$ cat config.mk
export PLATFORM = sky130hd
export DESIGN_NAME = rs_enc_framer
export DESIGN_NICKNAME = d
export VERILOG_FILES = /design/src/rtl/rs_enc_framer_pkg.sv /design/src/rtl/rs_bit_unpack.sv /design/src/rtl/rs_enc_framer.sv
export SDC_FILE = /design/constraint.sdc
export NUM_CORES = 1
export LEC_CHECK = 0
export ABC_AREA = 0
export CAP_MARGIN = 20
export CORE_AREA = 10 10 96 115
export CTS_CLUSTER_DIAMETER = 120
export DETAILED_ROUTE_END_ITERATION = 6
export DIE_AREA = 0 0 106 125
export PLACE_DENSITY = 0.79
export SLEW_MARGIN = 10
export SYNTH_ARGS = -nofsm -noshare
export SYNTH_HDL_FRONTEND = slang
export SYNTH_SLANG_ARGS = --single-unit
$ cat constraint.sdc
create_clock -name clk -period 5.1 [get_ports clk]
set_clock_uncertainty 0.2 [all_clocks]
set_input_delay 1.02 -clock clk [delete_from_list [all_inputs] [get_ports clk]]
set_output_delay 1.02 -clock clk [all_outputs]
set_load 0.02 [all_outputs]
$ cat src/rtl/rs_enc_framer_pkg.sv
// rs_pkg: shared constants, K/R lookup and FSM state type for the RS encoder feeder.
package rs_pkg;

    localparam int SYM_W_MIN = 3;
    localparam int SYM_W_MAX = 8;

    typedef enum logic [1:0] {IDLE, SETUP, DATA, GAP} rs_state_e;

    // Data symbols per codeword for each supported symbol width.
    function automatic logic [7:0] rs_k(input logic [3:0] w);
        case (w)
            4'd3:    return 8'd3;
            4'd4:    return 8'd11;
            4'd5:    return 8'd23;
            4'd6:    return 8'd55;
            4'd7:    return 8'd111;
            4'd8:    return 8'd223;
            default: return 8'd0;
        endcase
    endfunction

    // Parity symbols the encoder appends for each supported symbol width.
    function automatic logic [5:0] rs_r(input logic [3:0] w);
        case (w)
            4'd3, 4'd4: return 6'd4;
            4'd5, 4'd6: return 6'd8;
            4'd7:       return 6'd16;
            4'd8:       return 6'd32;
            default:    return 6'd0;
        endcase
    endfunction

    function automatic logic rs_w_ok(input logic [3:0] w);
        return (int'(w) >= SYM_W_MIN) && (int'(w) <= SYM_W_MAX);
    endfunction

endpackage

$ cat src/rtl/rs_bit_unpack.sv
// rs_bit_unpack: LSB-first bit buffer. Bytes are appended above the valid
// bits, symbols are taken from the bottom. Bits above cnt are always zero,
// so an append can simply OR the shifted byte in.
module rs_bit_unpack #(
    parameter int BUF_W = 16,
    parameter int CNT_W = $clog2(BUF_W + 1)
) (
    input  logic             clk,
    input  logic             rst_n,
    input  logic             flush,
    input  logic             emit,
    input  logic             allow,
    input  logic [3:0]       w,
    input  logic [7:0]       s_data,
    input  logic             s_valid,
    output logic             s_ready,
    output logic [7:0]       sym,
    output logic [CNT_W-1:0] cnt
);

    logic [BUF_W-1:0] buf_q, buf_d, kept;
    logic [CNT_W-1:0] cnt_q, cnt_d, base;

    // Remove the emitted symbol (or everything on flush), then append the byte.
    always_comb begin
        kept = buf_q;
        base = cnt_q;
        if (flush) begin
            kept = '0;
            base = '0;
        end else if (emit) begin
            kept = buf_q >> w;
            base = cnt_q - CNT_W'(w);
        end
        s_ready = allow && (base <= CNT_W'(8));
        buf_d   = kept;
        cnt_d   = base;
        if (s_valid && s_ready) begin
            buf_d = kept | (BUF_W'(s_data) << base);
            cnt_d = base + CNT_W'(8);
        end
    end

    // Buffer and fill-level registers.
    always_ff @(posedge clk or negedge rst_n) begin
        if (!rst_n) begin
            buf_q <= '0;
            cnt_q <= '0;
        end else begin
            buf_q <= buf_d;
            cnt_q <= cnt_d;
        end
    end

    assign sym = buf_q[7:0] & ~(8'hFF << w);
    assign cnt = cnt_q;

endmodule

$ cat src/rtl/rs_enc_framer.sv
// rs_enc_framer: unpacks a byte stream into sym_width-bit symbols, emits K
// data symbols per codeword with SOP, then idles for R + GAP_EXTRA cycles.
// Optional RS_FRM_UNDERRUN_PAD_EN: zero-pad starved DATA cycles and pulse
// the underrun port instead of leaving a gap in enc_din_val.
module rs_enc_framer
    import rs_pkg::*;
#(
    parameter int GAP_EXTRA = 2,
    parameter int BUF_W     = 16
) (
    input  logic       clk,
    input  logic       rst_n,
    input  logic [3:0] cfg_sym_width,
    input  logic [7:0] s_data,
    input  logic       s_valid,
    output logic       s_ready,
    output logic [7:0] enc_din,
    output logic       enc_din_val,
    output logic       enc_din_sop,
    output logic [3:0] enc_sym_width,
    output logic       busy,
    output logic       cfg_err
`ifdef RS_FRM_UNDERRUN_PAD_EN
    ,
    output logic       underrun
`endif
);

    localparam int CNT_W = $clog2(BUF_W + 1);

    rs_state_e        state_q, state_d;
    logic [3:0]       w_q, w_d;
    logic [7:0]       k_q, k_d;
    logic [5:0]       r_q, r_d;
    logic [7:0]       sym_cnt_q, sym_cnt_d;
    logic [7:0]       gap_q, gap_d;
    logic [7:0]       dout_q, dout_d;
    logic             val_q, val_d;
    logic             sop_q, sop_d;
    logic             underrun_q, underrun_d;
    logic             run_q, run_d;

    logic             cfg_ok, allow, flush, emit, pad;
    logic [7:0]       sym;
    logic [CNT_W-1:0] cnt;

    assign cfg_ok = rs_w_ok(cfg_sym_width);
    // run_q keeps the combinational outputs low while in and just out of reset.
    assign allow  = run_q && !(state_q == IDLE && !cfg_ok);

    rs_bit_unpack #(.BUF_W(BUF_W), .CNT_W(CNT_W)) u_unpack (
        .clk     (clk),
        .rst_n   (rst_n),
        .flush   (flush),
        .emit    (emit),
        .allow   (allow),
        .w       (w_q),
        .s_data  (s_data),
        .s_valid (s_valid),
        .s_ready (s_ready),
        .sym     (sym),
        .cnt     (cnt)
    );

    // Codeword sequencing and next-cycle symbol outputs.
    always_comb begin
        state_d   = state_q;
        w_d       = w_q;
        k_d       = k_q;
        r_d       = r_q;
        sym_cnt_d = sym_cnt_q;
        gap_d     = gap_q;
        run_d     = 1'b1;
        flush     = 1'b0;
        emit      = 1'b0;
        pad       = 1'b0;
        case (state_q)
            IDLE: begin
                if (cfg_ok) begin
                    w_d     = cfg_sym_width;
                    k_d     = rs_k(cfg_sym_width);
                    r_d     = rs_r(cfg_sym_width);
                    // Residual bits are only meaningful at the width they were packed for.
                    flush   = (cfg_sym_width != w_q);
                    state_d = SETUP;
                end
            end
            SETUP: begin
                sym_cnt_d = 8'd0;
                state_d   = DATA;
            end
            DATA: begin
                if (cnt >= CNT_W'(w_q)) begin
                    emit = 1'b1;
                end
`ifdef RS_FRM_UNDERRUN_PAD_EN
                else if (!s_valid) begin
                    pad = 1'b1;
                end
`endif
                if (emit || pad) begin
                    sym_cnt_d = sym_cnt_q + 8'd1;
                    if (sym_cnt_q == k_q - 8'd1) begin
                        gap_d   = 8'(int'(r_q) + GAP_EXTRA - 1);
                        state_d = GAP;
                    end
                end
            end
            GAP: begin
                if (gap_q == 8'd0) state_d = IDLE;
                else               gap_d   = gap_q - 8'd1;
            end
            default: state_d = IDLE;
        endcase
        val_d      = emit || pad;
        sop_d      = (emit || pad) && (sym_cnt_q == 8'd0);
        dout_d     = emit ? sym : 8'd0;
        underrun_d = pad;
    end

    // Control and output registers.
    always_ff @(posedge clk or negedge rst_n) begin
        if (!rst_n) begin
            state_q    <= IDLE;
            w_q        <= '0;
            k_q        <= '0;
            r_q        <= '0;
            sym_cnt_q  <= '0;
            gap_q      <= '0;
            dout_q     <= '0;
            val_q      <= 1'b0;
            sop_q      <= 1'b0;
            underrun_q <= 1'b0;
            run_q      <= 1'b0;
        end else begin
            state_q    <= state_d;
            w_q        <= w_d;
            k_q        <= k_d;
            r_q        <= r_d;
            sym_cnt_q  <= sym_cnt_d;
            gap_q      <= gap_d;
            dout_q     <= dout_d;
            val_q      <= val_d;
            sop_q      <= sop_d;
            underrun_q <= underrun_d;
            run_q      <= run_d;
        end
    end

    assign enc_din       = dout_q;
    assign enc_din_val   = val_q;
    assign enc_din_sop   = sop_q;
    assign enc_sym_width = w_q;
    assign busy          = (state_q != IDLE);
    assign cfg_err       = run_q && (state_q == IDLE) && !cfg_ok;
`ifdef RS_FRM_UNDERRUN_PAD_EN
    assign underrun      = underrun_q;
`endif

endmodule

==> results.md <==
* Status: complete, no violations
* Yosys warns at 0
* Req. time, crit path at 3.88 ns
* PwrDens at 723 nW/µm²
* Fmax at ~200 MHz
* Worst-Margin Slew at 0.778 ns
* Max stage delay on crit path at about 0.56 ns
* Per-cell routed wire length at 17.6 µm
* Die Height at 125 µm
* Unrepaired setup endpoints after global routing: false
* CTS sink cnt at 65
* Starting Density at 53.8%
* Clock Root Buffer: clkbuf_8
* Ant. Diodes at 0
* Routed WL at 12.4 mm
* Post-CTS Setup Repair Bufs at 0
* Critical-path cell list: clkdlybuf4s50_1 -> xor2_1 -> nor4_4 -> or2_1 -> o211ai_1 -> ha_1 -> a21oi_1 -> nor2_1 -> clkdlybuf4s50_1
* Final non-filler cell total at 705
* Yosys cell types at 74
* Number of synthesized register bits at between 60 and 70
* CTS max path bufs at 2
* Vias per inst at 6.19
* Nets@finish at 611
* Setup crit end kind: output port
* Hold crit path type: reg -> reg
* CP Max Fanout at 6
* Simple-Gate Fraction of Synth Area at 20.0%
* Placer Congestion at ~0.94
* DRT Pass-1 Iters at 6
* Worst slew margin at 48.1%
* Final worst slack at 0.153 ns
* Setup_tns at 0 ns
* Largest family of logic cells by synthesized area: compound AO/OA/AOI/OAI gates
* # resized after CTS at 0
* Crit path DAT at 3.73 ns
* Synth Area in Adders at under 10%
* Max rail drop VDD at between 0.3 and 0.4 mV
* R2r setup slk at 1.61 ns
* CTS tree: built
* Ranking of synthesized cells by area: dfrtp_1 34%, mux2i_1 6.1%, a21oi_1 4.6%
* Routed Antenna Nets at 0
* Setup violators final at 0
* Post-synth net total at 584
* Top_reg_cell synth: dfrtp_1
* Synth Area in XOR/XNOR at 4.23%
* Most frequent CP cell: clkdlybuf4s50_1
* Mux share of post-synthesis cell area at under 10%
* Post-route clock period utilization at 97.0%
* Pre-CTS setup slack at 0.189 ns
* Crit path time final at 4.95 ns
* Slowest cell on crit path: clkdlybuf4s50_1
* Compound-gate portion of the synthesized area at 23.8%
* Grt ovf at 0
* H-tree levels at 3
* Drt drc at 0
* Fin util at 61.0%
* Largest net degree at the start of global routing at 35
* Mapped Area at 4760 µm²
* Number of buffers added on ports at 31
* Yosys top cell area share at around a third
* Max-Cap Viols at 0
* Clock transition at path regs at 0.07 ns
* DP Wirelength at 9.17 mm
* Initial antenna violation count at 0
* Final hold vios at 0
* Clock Latency Late Sink at 0.35 ns
* Kind of cell adding the most delay to the critical path: buffers and inverters
* GR Util All Layers at 18.6%
* Sequential fraction of the synthesis area at 34.2%
* Worst Path Buf+Inv at 2
* Row count at 38
* Leading area contributor after synthesis: dfrtp_1
* I/O Pins at 32
* Hold_buf cts at 0
* EDFF count, synth at 0
* Mean Syn Cell Area at 8.59 µm²
* Crit Path Category: in -> out
* Global-route wire length before repair at approximately 20 mm
* Die Wd at 106 µm
* Via count at 4361
* Placed cell count at 690
* Total CTS buffers at 9
* Vias in the first global route at roughly 4200
* Startpoint types: input port
* Core area at 8840 µm²
* Area grow syn2layout at 13.3%
* Fin. max-slew vios at 0
* Full die area at 13300 µm²
* DR iter-0 viols at 453
* Fraction of registers with async set/reset at 100%
* Mapped Cells at 554
* Leak Pwr at 2.28 nW
* Layout cells sized above 1 at around 9.7%
==> cells by family (layout without fill, tap and decap cells) <==
family	count (synthesis)	count (layout)
adders and majority gates	15	15
and+or+nand+nor	183	183
AOI/OAI and AO/OA	169	169
buffers and inverters	62	93
muxes	36	36
DFF	65	65
xor gates and xnor gates	23	23
other	1	1
==> routing by layer <==
metal  GRT usage (%)  up-vias  share of wire (%)
met3            2.83       24                5.0
li1                -     2072                  -
met1            22.2     2105                 42
met5               0        -                  0
met4            8.70        0                2.8
met2            31.8      160                 50
==> layout by cell type, fill, tap and decap left out, types with 6 or more instances in the layout <==
cell type	instances
nand3_1	12
clkdlybuf4s50_1	30
o22ai_1	16
a211oi_1	14
inv_1	26
a31oi_1	6
mux2_2	6
nor2_1	49
xor2_1	13
xnor2_1	10
a21oi_1	44
nand2_1	43
clkbuf_8	10
ha_1	14
o211ai_1	7
nor3_1	21
buf_4	17
and3_1	13
o21ai_0	33
mux2i_1	29
o31ai_1	6
dfrtp_1	65
==> area by class of cell <==
type                            instances  area, µm²
Tap cell                              120        150
Inverter                               30        115
Multi-Input combinational cell        427       2860
Timing Repair Buffer                   48        433
Clock buffer                           12        145
Clock inverter                          3       65.1
Fill cell                             793       3450
Sequential cell                        65       1630
==> final timing paths <==
| path | from | endpoint | cells after the start |
|---|---|---|---|
| worst min register to register | gap_q[5]$_DFFE_PN0P_ | gap_q[5]$_DFFE_PN0P_ | 1 |
| max in group asynchronous | rst_n | k_q[4]$_DFFE_PN0P_ | 2 |
| worst max register to register | u_unpack.cnt[0]$_DFF_PN0_ | u_unpack.buf_q[7]$_DFF_PN0_ | 10 |
| worst min-delay path | gap_q[5]$_DFFE_PN0P_ | gap_q[5]$_DFFE_PN0P_ | 1 |
| worst max-delay path | cfg_sym_width[3] | s_ready | 9 |
| min in group asynchronous | rst_n | gap_q[3]$_DFFE_PN0P_ | 1 |
==> where the power goes <==
part / switching [mW] / leakage [nW] / internal, mW
Clock: 0.195 / 0.106 / 0.285
Combinational: 1.57 / 1.35 / 0.975
Sequential: 0.181 / 0.829 / 0.692
Total: 1.94 / 2.28 / 1.95
==> synthesized netlist by cell type, types with 14 or more instances <==
cell,instances
nand2_1,43
a211oi_1,14
nor3_1,21
o21ai_0,33
inv_1,26
dfrtp_1,65
ha_1,14
nor2_1,49
a21oi_1,44
o22ai_1,16
mux2i_1,29
clkbuf_1,16
==> flip-flops by register name (all words and copies together) (netlist names) <==
register,flops
enc_din,8
enc_din_sop,1
enc_din_val,1
enc_sym_width,4
gap_q,8
k_q,7
r_q,4
run_q,1
state_q,2
sym_cnt_q,8
u_unpack.buf_q,16
u_unpack.cnt,5
==> per-stage QoR <==
stage / hold slack (ns) / cell area (µm²) / power, mW
finish: 0.334 / 5390 / 3.90
global route: 0.343 / 5390 / 4.20
CTS: 0.318 / 5390 / 3.88
detailed placement: 0.302 / 5180 / 3.38
global placement: 0.293 / 5180 / 3.31
floorplan: 0.273 / 4760 / 2.76
==> worst reg2reg max path: stages, from the launching register on <==
cell	delay, ns
dfrtp_1	0.44
inv_1	0.10
ha_1	0.32
nand4_1	0.19
nand2_1	0.26
o211ai_1	0.19
a21oi_2	0.64
mux2i_1	0.49
mux2i_1	0.19
mux2i_1	0.24
o22ai_1	0.11
Note: power is estimated with default switching activity, not from simulation.
==> RTL edit 1: new RTL, same flow settings <==
Reset style: synchronous (`rst_n`), changed in 2 clocked blocks.
--- a/src/rtl/rs_bit_unpack.sv
+++ b/src/rtl/rs_bit_unpack.sv
@@ -42,7 +42,7 @@
     end
 
     // Buffer and fill-level registers.
-    always_ff @(posedge clk or negedge rst_n) begin
+    always_ff @(posedge clk) begin
         if (!rst_n) begin
             buf_q <= '0;
             cnt_q <= '0;
--- a/src/rtl/rs_enc_framer.sv
+++ b/src/rtl/rs_enc_framer.sv
@@ -119,7 +119,7 @@
     end
 
     // Control and output registers.
-    always_ff @(posedge clk or negedge rst_n) begin
+    always_ff @(posedge clk) begin
         if (!rst_n) begin
             state_q    <= IDLE;
             w_q        <= '0;
Formal check against the unedited RTL: differs if rst_n is asserted again (counterexample within 4 cycles, from zero or initial values and one cycle with rst_n low); with rst_n held inactive, the same outputs for 10 cycles.
==> RTL edit 1 against the unedited design <==
- synthesized area down 3.5%
- utilization down 1.7 points
- largest cell class unchanged
- final area down 2.8%
- sequential cell count unchanged
- setup slack better by 290 ps
- routed wire length up 0.22%
- die area unchanged
Power is not compared: it rests on default switching activity, and its combinational part moved more than twofold at a synthesized area within 25%.
==> RTL edit 1: results (changes against the unedited design) <==
Run status
  – Status: finished clean

Route
  – Drt first-iter violations: 371 (-18%)
  – Vias per cell: 6.22 (+0.58%)
  – Drt first pass iters: 5 (-1)

Synthesis
  – Ys async rst share: 0 (-1.00)
  – Mapped Nets: 603 (+3.3%)
  – Register area share after synthesis: 0.284 (-0.0583)
  – Synth Area in Compound Gates: 0.262 (+0.0240)
  – Syn Inst Count: 573 (+3.4%)
  – Post-synthesis mux area share: 0.101 (+0.0225)
  – Synth Flop Type: dfxtp_1
  – Xor/xnor cell area share of the yosys netlist: 0.0412 (-0.00117)
  – Commonest cells in the netlist: 65 x dfxtp_1, 57 x nor2_1, 51 x nand2_1
  – Adder-cell area share of the yosys netlist: 0.0425 (+0.00151)

Global routing
  – First-pass GRT wire length: 21000 um (+2.4%)
  – Vias in the first global route: 4399 (+5.2%)
  – Largest net degree at the start of global routing: 27 (-23%)
  – Tot GR Track Use: 0.186 (+0.000372)

STA
  – Relative slew slack: 0.506 (+0.0244)
  – Hold_ws: 285 ps (-49.2 ps)
  – Final worst slack: 439 ps (+286 ps)

Critical path
  – R2r startpoint: enc_sym_width[2]$_SDFFE_PN0P_
  – RR Endpoint: u_unpack.buf_q[4]$_SDFF_PN0_
  – CP peak stage delay: 610 ps (+50 ps)
  – Critical path launch point: cfg_sym_width[2]
  – Delay-heaviest family, CP: buffers and inverters

Placed design
  – GP Congestion: 0.926 (-2.0%)
  – HPWL after DPL: 9310 um (+1.5%)
  – DP Area: 5040 um^2 (-2.8%)
  – # placed instances: 710 (+2.9%)
  – Pre-CTS WS: 87.1 ps (-102 ps)

Cells and area
  – Layout cell share with drive strength beyond 1: 0.0924 (-0.00503)
## RTL edit 1: layout make-up
type / instances / area, um^2
clock buffer: 9 / 124
clock inverter: 7 / 77.6
fill: 812 / 3600
inverter: 27 / 101
multi-input combinational: 450 / 3050
sequential: 65 / 1300
tap: 120 / 150
timing repair buffer: 48 / 440
## RTL edit 1: tightest hold or removal path, stage by stage, from the launching register on
cell	delay, ps
dfxtp_1	330
nand2_1	60
a21oi_1	50
## RTL edit 1: worst min path at each step
stage                             start             endpoint  cells past startpoint
floorplan           r_q[5]$_SDFFE_PN0P_  r_q[5]$_SDFFE_PN0P_                      2
global placement    r_q[5]$_SDFFE_PN0P_  r_q[5]$_SDFFE_PN0P_                      2
detailed placement  r_q[5]$_SDFFE_PN0P_  r_q[5]$_SDFFE_PN0P_                      2
CTS                 r_q[5]$_SDFFE_PN0P_  r_q[5]$_SDFFE_PN0P_                      2
global route        r_q[5]$_SDFFE_PN0P_  r_q[5]$_SDFFE_PN0P_                      2
finish              r_q[5]$_SDFFE_PN0P_  r_q[5]$_SDFFE_PN0P_                      2
## RTL edit 1: metal layers
metal / up-vias / routed length [um] / global-route usage
met1: 2126 / 5210 / 0.222
met3: 34 / 763 / 0.0277
met2: 182 / 6120 / 0.322
met5: - / 0 / 0
met4: 0 / 332 / 0.0790
li1: 2175 / - / -
## RTL edit 1: cells by family (layout without fill, tap and decap cells)
group,after synthesis,after routing
simple gates,197,197
flops,65,65
mux,43,43
buf+inv,58,91
fa+ha+maj,15,15
xor+xnor,20,20
compound gates,175,175
## RTL edit 1: through the flow
step | power, W | utilization
floorplan | 0.00157 | -
global placement | 0.00186 | 0.569
detailed placement | 0.00190 | 0.569
CTS | 0.00235 | 0.592
global route | 0.00253 | 0.593
finish | 0.00237 | 0.593
## RTL edit 1: where the power goes
group	leakage (nW)	internal (W)	total (W)	switching, W
registers	0.527	0.000585	0.000664	0.0000786
clock network	0.100	0.000230	0.000452	0.000222
logic	1.29	0.000481	0.00125	0.000772
total	1.92	0.00130	0.00237	0.00107
==> RTL edit 2: new RTL, same settings <==
Made on the original files. `BUF_W` is set to 16 in 2 places; all go to 8.
--- a/src/rtl/rs_bit_unpack.sv
+++ b/src/rtl/rs_bit_unpack.sv
@@ -2,7 +2,7 @@
 // bits, symbols are taken from the bottom. Bits above cnt are always zero,
 // so an append can simply OR the shifted byte in.
 module rs_bit_unpack #(
-    parameter int BUF_W = 16,
+    parameter int BUF_W = 8,
     parameter int CNT_W = $clog2(BUF_W + 1)
 ) (
     input  logic             clk,
--- a/src/rtl/rs_enc_framer.sv
+++ b/src/rtl/rs_enc_framer.sv
@@ -6,7 +6,7 @@
     import rs_pkg::*;
 #(
     parameter int GAP_EXTRA = 2,
-    parameter int BUF_W     = 16
+    parameter int BUF_W     = 8
 ) (
     input  logic       clk,
     input  logic       rst_n,
Formal check against the unedited RTL: not equivalent (Yosys sat finds a counterexample within 4 cycles, from zero or initial values and one cycle with rst_n low).
==> RTL edit 2 against the unedited design <==
- synthesized area fell by 21%
- sequential cell count down 9
- final area is 20% lower
- hold slack lost 14 ps
- final cell count shrank 17%
- routed wire length shrank 23%
- setup slack improved by 40 ps
- highest routed layer unchanged
- critical path type unchanged
- total power fell by 33%
==> RTL edit 2: results (changes against the unedited design) <==
STA
  – Relative slew slack: 0.462 (-0.0190)

Placed design
  – HPWL after DPL: 7340 um (-20%)
  – # placed instances: 575 (-17%)
  – PortBufs: 31 (unchanged)
  – GP Congestion: 0.913 (-3.3%)
  – DP Area: 4220 um^2 (-19%)

Critical path
  – FF-to-FF setup slack: 1640 ps (+30 ps)
  – Delay-heaviest family, CP: buffers and inverters
  – Worst setup path end: s_ready
  – RR Endpoint: u_unpack.buf_q[6]$_DFF_PN0_
  – R2r startpoint: u_unpack.cnt[0]$_DFF_PN0_
  – Crit-path slowest cell: clkdlybuf4s50_1
  – CP Data Arrival Time: 3690 ps (-40 ps)
  – CP peak stage delay: 560 ps (about the same)
  – Register-to-Register Path Depth: 14 (+4)
  – Worst Path Max Fanout: 11 (+5)
  – Critical path launch point: cfg_sym_width[2]

Cells and area
  – Inserted Diodes: 0 (unchanged)
  – Fin nets: 490 (-20%)
  – Layout cell share with drive strength beyond 1: 0.102 (+0.00408)

Clock network
  – Post_cts resized: 0 (unchanged)
  – CTS H-tree lvls: 2 (-1)
  – Max Root-Sink Buffers: 2 (unchanged)
  – Clock Pin Slew Worst Setup and Hold Paths: 100 ps (+30 ps)
  – Post-CTS setup buffer count: 0 (unchanged)
  – TritonCTS Buffers: 5 (-4)
  – Clock root cell: clkbuf_8
  – Clk_lat worst skew: 330 ps (-20 ps)

Synthesis
  – Syn Inst Count: 429 (-23%)
  – Dominant cells by area after synthesis: dfrtp_1 37%, o21ai_0 4.9%, nor2_1 4.2%
  – Mapped Nets: 457 (-22%)
  – Commonest cells in the netlist: 56 x dfrtp_1, 42 x nor2_1, 39 x nand2_1
  – Synth cell types: 70 (-5.4%)
  – Synth Flop Type: dfrtp_1
  – Register area share after synthesis: 0.372 (+0.0303)
  – YS warnings: 0 (unchanged)
  – Ys async rst share: 1.00 (unchanged)

Min path
  – Hold Path Sink: r_q[4]$_DFFE_PN0P_
  – Hold depth: 1 (unchanged)
  – Worst hold path class: reg -> reg
  – Hold Path Origin: r_q[4]$_DFFE_PN0P_

Global routing
  – First-pass GRT wire length: 16200 um (-21%)
  – Initial antenna violation count: 0 (unchanged)
  – Largest net degree at the start of global routing: 57 (+63%)
  – Tot GR Track Use: 0.146 (-0.0393)

Pwr
  – Leak: 1.89 nW (-17%)
  – Peak VDD IR: 0.306 mV (-15%)
  – Sw Share: 0.474 (-0.0250)

Route
  – Vias per cell: 5.67 (-8.3%)
  – Final wirelength: 9570 um (-23%)
  – WL per Instance: 16.4 um (-6.7%)
  – Drt first-iter violations: 200 (-56%)
  – Drt first pass iters: 5 (-1)

Run status
  – Status: finished clean

Floorplan
  – Core Region: 8840 um^2 (unchanged)
## RTL edit 2: per-stage QoR
step | setup WS [ps] | util | power [W] | hold WS (ps)
2_1_floorplan | 1250 | - | 0.00184 | 250
3_3_place_gp | 285 | 0.477 | 0.00225 | 301
3_5_place_dp | 218 | 0.477 | 0.00229 | 291
4_1_cts | 189 | 0.490 | 0.00259 | 319
5_1_grt | 53.9 | 0.490 | 0.00280 | 352
6_report | 193 | 0.490 | 0.00259 | 320
## RTL edit 2: cell type report
| cell class | count | area (um^2) |
|---|---|---|
| inverter | 31 | 121 |
| clock inverter | 3 | 42.5 |
| tap | 120 | 150 |
| timing repair buffer | 46 | 418 |
| multi-input combinational | 322 | 2130 |
| clock buffer | 5 | 68.8 |
| sequential | 56 | 1400 |
| fill | 869 | 4510 |
## RTL edit 2: metal layers
metal  GRT usage  part of all wire  up-vias
met5           0                 0        -
met4      0.0599             0.025        0
met3      0.0257             0.036       17
met2       0.266              0.53       73
met1       0.162              0.41     1619
li1            -                 -     1598
## RTL edit 2: power by group through the flow
stage	combinational, W	clock, W	sequential (W)
floorplan	0.00110	0	0.000745
global placement	0.00151	0	0.000736
detailed placement	0.00154	0	0.000742
CTS	0.00156	0.000302	0.000732
global route	0.00173	0.000320	0.000755
finish	0.00156	0.000296	0.000735
## RTL edit 2: cells by family (layout without fill, tap and decap cells)
group           count (synthesis)  count (layout)  synth area share
simple gates                  150             150             0.204
xor+xnor                       22              22            0.0512
mux                            16              16            0.0455
flops                          56              56             0.372
fa+ha+maj                      13              13            0.0452
compound gates                120             120             0.218
buf+inv                        51              85            0.0628
other cells                     1               1          0.000996
